**config.mk**
```make
export PLATFORM = sky130hd
export DESIGN_NAME = led7seg_decode
export DESIGN_NICKNAME = d
export VERILOG_FILES = /design/src/rtl/led7seg_decode.sv
export SDC_FILE = /design/constraint.sdc
export NUM_CORES = 1
export LEC_CHECK = 0
export CORE_ASPECT_RATIO = 1.75
export CORE_UTILIZATION = 45
export CTS_CLUSTER_SIZE = 20
export DETAILED_ROUTE_END_ITERATION = 12
export PLACE_DENSITY_LB_ADDON = 0.08
export SETUP_SLACK_MARGIN = 0.02
export SLEW_MARGIN = 20
export SYNTH_ARGS = -nofsm -noshare
export SYNTH_HDL_FRONTEND = slang
export SYNTH_SLANG_ARGS = --single-unit
```
**constraint.sdc**
```tcl
create_clock -name clk -period 6.3 [get_ports clk]
set_input_delay 1.26 -clock clk [delete_from_list [all_inputs] [get_ports clk]]
set_output_delay 1.26 -clock clk [all_outputs]
set_load 0.02 [all_outputs]
```
**src/rtl/led7seg_decode.sv**
```systemverilog
// Receive-side monitor for a multiplexed 4-digit 7-segment bus: qualifies each digit
// by stability, decodes it to hex + dp and publishes a registered image. Optional
// saturating error-capture counter enabled by LED7SEG_DECODE_ERRCNT_EN.
//
// state | meaning
// ------+-------------------------------------------
// IDLE  | no legal stable run (anode select illegal)
// COUNT | legal sample, counting down to capture
// HELD  | captured; waiting for the sample to change
module led7seg_decode #(
  parameter int STABLE_CYCLES = 4
) (
  input  logic        clk,
  input  logic        rst_n,
  input  logic [7:0]  led,
  input  logic [3:0]  sa,
  output logic [15:0] digits,
  output logic [3:0]  dp,
  output logic [3:0]  err,
  output logic        valid,
  output logic        frame
`ifdef LED7SEG_DECODE_ERRCNT_EN
  ,
  output logic [7:0]  errcnt
`endif
);

  typedef enum logic [1:0] {
    IDLE  = 2'd0,
    COUNT = 2'd1,
    HELD  = 2'd2
  } state_t;

  // Remaining samples needed after the first one of a run.
  localparam logic [7:0] LOAD = 8'(STABLE_CYCLES - 1);

  state_t      state_q, state_d;
  logic [7:0]  cnt_q, cnt_d;
  logic [11:0] s_q, p_q;
  logic [3:0]  mask_q;
  logic        cap;

  logic [3:0]  s_sa;
  logic [6:0]  s_seg;
  logic        s_dp;
  logic        s_legal;
  logic        s_changed;
  logic [1:0]  s_idx;
  logic [4:0]  dec;
  logic [3:0]  mask_nxt;

  function automatic logic legal_sel(input logic [3:0] sel);
    legal_sel = sel inside {4'b1110, 4'b1101, 4'b1011, 4'b0111};
  endfunction

  function automatic logic [1:0] sel_index(input logic [3:0] sel);
    case (sel)
      4'b1110: sel_index = 2'd0;
      4'b1101: sel_index = 2'd1;
      4'b1011: sel_index = 2'd2;
      4'b0111: sel_index = 2'd3;
      default: sel_index = 2'd0;
    endcase
  endfunction

  // Returns {error, nibble}; seg is active-high gfedcba.
  function automatic logic [4:0] decode(input logic [6:0] seg);
    case (seg)
      7'h3F:   decode = 5'h00;
      7'h06:   decode = 5'h01;
      7'h5B:   decode = 5'h02;
      7'h4F:   decode = 5'h03;
      7'h66:   decode = 5'h04;
      7'h6D:   decode = 5'h05;
      7'h7D:   decode = 5'h06;
      7'h07:   decode = 5'h07;
      7'h7F:   decode = 5'h08;
      7'h6F:   decode = 5'h09;
      7'h77:   decode = 5'h0A;
      7'h7C:   decode = 5'h0B;
      7'h39:   decode = 5'h0C;
      7'h5E:   decode = 5'h0D;
      7'h79:   decode = 5'h0E;
      7'h71:   decode = 5'h0F;
      default: decode = 5'h10;
    endcase
  endfunction

  assign s_sa      = s_q[11:8];
  assign s_seg     = ~s_q[6:0];
  assign s_dp      = ~s_q[7];
  assign s_legal   = legal_sel(s_sa);
  assign s_changed = (s_q != p_q);
  assign s_idx     = sel_index(s_sa);
  assign dec       = decode(s_seg);
  assign mask_nxt  = mask_q | (4'b0001 << s_idx);

  always_ff @(posedge clk or negedge rst_n) begin
    if (!rst_n) begin
      s_q <= '1;
      p_q <= '1;
    end else begin
      s_q <= {sa, led};
      p_q <= s_q;
    end
  end

  always_ff @(posedge clk or negedge rst_n) begin
    if (!rst_n) begin
      state_q <= IDLE;
      cnt_q   <= '0;
    end else begin
      state_q <= state_d;
      cnt_q   <= cnt_d;
    end
  end

  always_comb begin
    state_d = state_q;
    cnt_d   = cnt_q;
    cap     = 1'b0;
    case (state_q)
      IDLE: begin
        if (s_legal) begin
          state_d = COUNT;
          cnt_d   = LOAD;
        end
      end
      COUNT: begin
        if (s_changed) begin
          if (s_legal) cnt_d = LOAD;
          else         state_d = IDLE;
        end else if (cnt_q == 8'd1) begin
          cap     = 1'b1;
          state_d = HELD;
        end else begin
          cnt_d = cnt_q - 8'd1;
        end
      end
      HELD: begin
        if (s_changed) begin
          if (s_legal) begin
            state_d = COUNT;
            cnt_d   = LOAD;
          end else begin
            state_d = IDLE;
          end
        end
      end
      default: state_d = IDLE;
    endcase
  end

  always_ff @(posedge clk or negedge rst_n) begin
    if (!rst_n) begin
      digits <= '0;
      dp     <= '0;
      err    <= '0;
      valid  <= 1'b0;
      frame  <= 1'b0;
      mask_q <= '0;
    end else begin
      valid <= cap;
      frame <= 1'b0;
      if (cap) begin
        digits[{s_idx, 2'b00} +: 4] <= dec[4] ? 4'h0 : dec[3:0];
        dp[s_idx]  <= s_dp;
        err[s_idx] <= dec[4];
        if (mask_nxt == 4'hF) begin
          frame  <= 1'b1;
          mask_q <= '0;
        end else begin
          mask_q <= mask_nxt;
        end
      end
    end
  end

`ifdef LED7SEG_DECODE_ERRCNT_EN
  always_ff @(posedge clk or negedge rst_n) begin
    if (!rst_n) begin
      errcnt <= '0;
    end else if (cap && dec[4] && (errcnt != 8'hFF)) begin
      errcnt <= errcnt + 8'd1;
    end
  end
`endif

endmodule

```
==> impl_metrics.py <==
metrics = {
    "power": {
        "power_frac_clock_pct": 50.0,
        "pwr-share-comb_pct": 5.8,
        "p_switching_w": 0.000212,
        "power.density_nw_per_um2": 260,
        "internal-power_w": 0.000790,
        "seqPwrFrac_pct": 44.1,
        "power_w": 0.00100,
        "ir_drop_mv": 0.200,
        "swShare_pct": 21.1,
        "p_leak_nw": 1.63,
    },
    "global_routing": {
        "grt_usage_pct": 20.6,
        "grt_overflow": 0,
        "grt_pass1_vias": 2310,
        "grt_max_degree": 65,
        "antenna_found_initial": 0,
        "grt_pass1_wl_mm": 11.3,
    },
    "placement": {
        "hpwl_mm": 4.73,
        "port_buffers": 39,
        "dp.cells": 407,
        "place_congestion": 0.830,
    },
    "detailed_routing": {
        "ant_nets": 0,
        "vias": 2339,
        "firstDrtPassIters": 4,
        "drtIter0Drc": 177,
        "wl_per_cell_um": 15.5,
        "via_per_inst": 5.53,
        "wl_mm": 6.54,
        "drc": 0,
    },
    "min_path": {
        "worstHoldPathCells": 0,
        "hp-class": "reg -> reg",
    },
    "clock_tree": {
        "ctsHoldBuffers": 0,
        "clockBufferDepth": 2,
        "cts-buffers-inserted": 9,
        "cts_resized": 0,
        "htreeDepth": 3,
        "cts_tree": "built",
        "worstSkewPairLatency_ps": 320,
        "cts_sinks": 64,
        "post_cts_buffers": 0,
        "clk_pin_slew_ps": 50,
        "root_buffer": "clkbuf_16",
    },
    "setup_path": {
        "endpoint_kind": "flip-flop",
        "crit_family": "simple AND/OR/NAND/NOR gates",
        "critical_path_class": "reg -> reg",
        "cp_cell_sequence": "xor2_1 -> or4_1 -> nor3_4 -> nand4_1 -> o31ai_1",
        "worstPathArrival_ps": 3180,
        "slowest_stage": "dfstp_2",
        "crit_required_ps": 6520,
        "cp.depth": 5,
        "r2r_cells": 5,
        "start_kind": "flip-flop",
        "crit_buf_inv": 0,
        "reg2reg_setup_slack_ps": 3340,
        "cp_max_fo": 15,
        "crit_path_max_incr_delay_ps": 700,
    },
    "logic_synthesis": {
        "syn_area_sq_um": 3100,
        "synth_edf_count": 0,
        "syn_inst": 298,
        "avgSynthCellArea_sq_um": 10.4,
        "syn_nets": 321,
        "synth-seq-cells": 64,
        "yosysWarnings": 0,
        "ys_seq_area_share_pct": 52.6,
        "ys_types": 46,
        "synthFlopType": "dfrtp_1",
        "async_flop_share_pct": 100,
    },
    "timing": {
        "worst_pin_slew_ps": 1020,
        "fmaxAchievable_mhz": 338,
        "fin_skew_ps": 5.35,
        "drv_slew": 0,
        "hold_ws_ps": 403,
        "finalSetupViolCount": 0,
        "fin_tns_setup_ps": 0,
        "finalHoldViolations": 0,
        "slew_headroom_pct": 31.6,
        "rsz0062_at_grt": "no",
        "post-route-period-util_pct": 47.0,
        "period_minus_slack_ps": 2960,
    },
    "floorplanning": {
        "top_level_ports": 40,
        "coreArea_sq_um": 6590,
        "dieArea_sq_um": 7240,
        "start_util_pct": 47.1,
        "die_h_um": 112,
        "rows": 39,
        "die_x_um": 64.8,
    },
    "cells_and_area": {
        "antenna_cells": 0,
        "drive_gt1_share_pct": 15.0,
        "final_nets": 359,
        "seqCellArea_sq_um": 1630,
        "multi_input_area_sq_um": 1340,
        "fillers": 589,
        "final_cells": 423,
        "area_growth_pct": 24.0,
    },
    "outcome": {
        "status": "finished clean",
    },
    "flow_run": {
        "maxCapViolations": 0,
    },
}
[path summary, 6_finish.rpt]
kind / startpoint / to
hold reg to reg: s_q[8] / p_q[8]
max in group asynchronous: rst_n / digits[5]
min in group asynchronous: rst_n / cnt_q[7]
setup reg to reg: s_q[6] / digits[3]
hold / removal: s_q[8] / p_q[8]
setup / recovery: s_q[6] / digits[3]
[worst reg2reg max path, stage by stage, from the launching register on]
cell and delay (ps):
dfstp_2 700, xor2_1 130, or4_1 670, nor3_4 550, nand4_1 450, o31ai_1 370
[final cells by class]
type / instances / area share, %
Clock inverter: 2 / 0.910
Inverter: 17 / 1.66
Clock buffer: 14 / 7.15
Multi-Input combinational cell: 203 / 34.8
Sequential cell: 64 / 42.4
Tap cell: 82 / 2.67
Timing Repair Buffer: 41 / 10.4
[metal layers]
| layer | up-vias | wire, um | global-route usage (%) | part of all wire [%] |
|---|---|---|---|---|
| li1 | 1146 | - | - | - |
| met5 | - | 0 | 0 | 0 |
| met2 | 53 | 3530 | 34.7 | 54 |
| met1 | 1125 | 2610 | 23.8 | 40 |
| met3 | 15 | 197 | 4.51 | 3.0 |
| met4 | 0 | 206 | 11.1 | 3.2 |
[cells in the mapped netlist, types with 2 or more instances]
cell | count | area share, %
a21oi_1 | 10 | 1.6
a22oi_1 | 5 | 1.2
a31oi_1 | 3 | 0.60
and3_1 | 2 | 0.40
buf_2 | 3 | 0.48
clkbuf_1 | 8 | 0.97
dfrtp_1 | 40 | 32
dfstp_2 | 24 | 20
ha_1 | 9 | 3.6
inv_1 | 17 | 2.1
mux2i_1 | 2 | 0.65
nand2_1 | 36 | 4.4
nand3_1 | 13 | 2.1
nand4_1 | 9 | 1.8
nand4_4 | 2 | 1.4
nand4b_1 | 2 | 0.56
nor2_1 | 13 | 1.6
nor2b_1 | 4 | 0.81
nor3_1 | 7 | 1.1
nor3b_1 | 2 | 0.48
nor4_1 | 6 | 1.2
nor4b_1 | 2 | 0.56
o211ai_1 | 2 | 0.48
o21ai_0 | 18 | 2.9
o22ai_1 | 2 | 0.40
o31ai_1 | 16 | 3.9
or3_1 | 2 | 0.40
or3b_2 | 3 | 0.85
or4_1 | 3 | 0.73
or4_4 | 2 | 0.73
xnor2_1 | 2 | 0.56
xor2_1 | 15 | 4.2
[cells by family after synthesis]
kind of cell               share of synthesized area (%)
xor gates and xnor gates                            4.80
adders and majority gates                           3.63
buffers and inverters                               4.23
muxes                                              0.645
AOI/OAI and AO/OA                                   13.5
and+or+nand+nor                                     20.6
DFF                                                 52.6
[power by group through the flow]
stage	sequential, W	clock [W]	combinational (W)
after floorplan	0.000439	0	0.0000423
after global placement	0.000448	0	0.0000586
after detailed placement	0.000449	0	0.0000593
after CTS	0.000442	0.000512	0.0000597
after global routing	0.000444	0.000533	0.0000667
final	0.000442	0.000501	0.0000586
[placed cells by master (no fill, tap or decap), types with 7 or more instances in the layout]
master,n
o31ai_1,16
ha_1,9
nand3_1,13
o21ai_0,18
clkdlybuf4s50_1,38
inv_1,17
nor2_1,13
nand2_1,36
dfstp_2,24
xor2_1,15
dfrtp_1,40
clkbuf_16,10
nor3_1,7
nand4_1,9
a21oi_1,10
[sequential cells by signal (all words and copies together) (netlist names)]
name	flops
state_q	2
dp	4
cnt_q	8
digits	16
p_q	12
mask_q	4
s_q	12
valid	1
frame	1
err	4
[metrics by stage]
step	setup slack (ps)	utilization, %	area [sq um]
after global placement	3430	53.7	3540
after global routing	3140	58.4	3850
after floorplan	4040	-	3100
final	3340	58.4	3850
after detailed placement	3360	53.7	3540
after CTS	3330	58.4	3850
(Power assumes the default switching activity.)
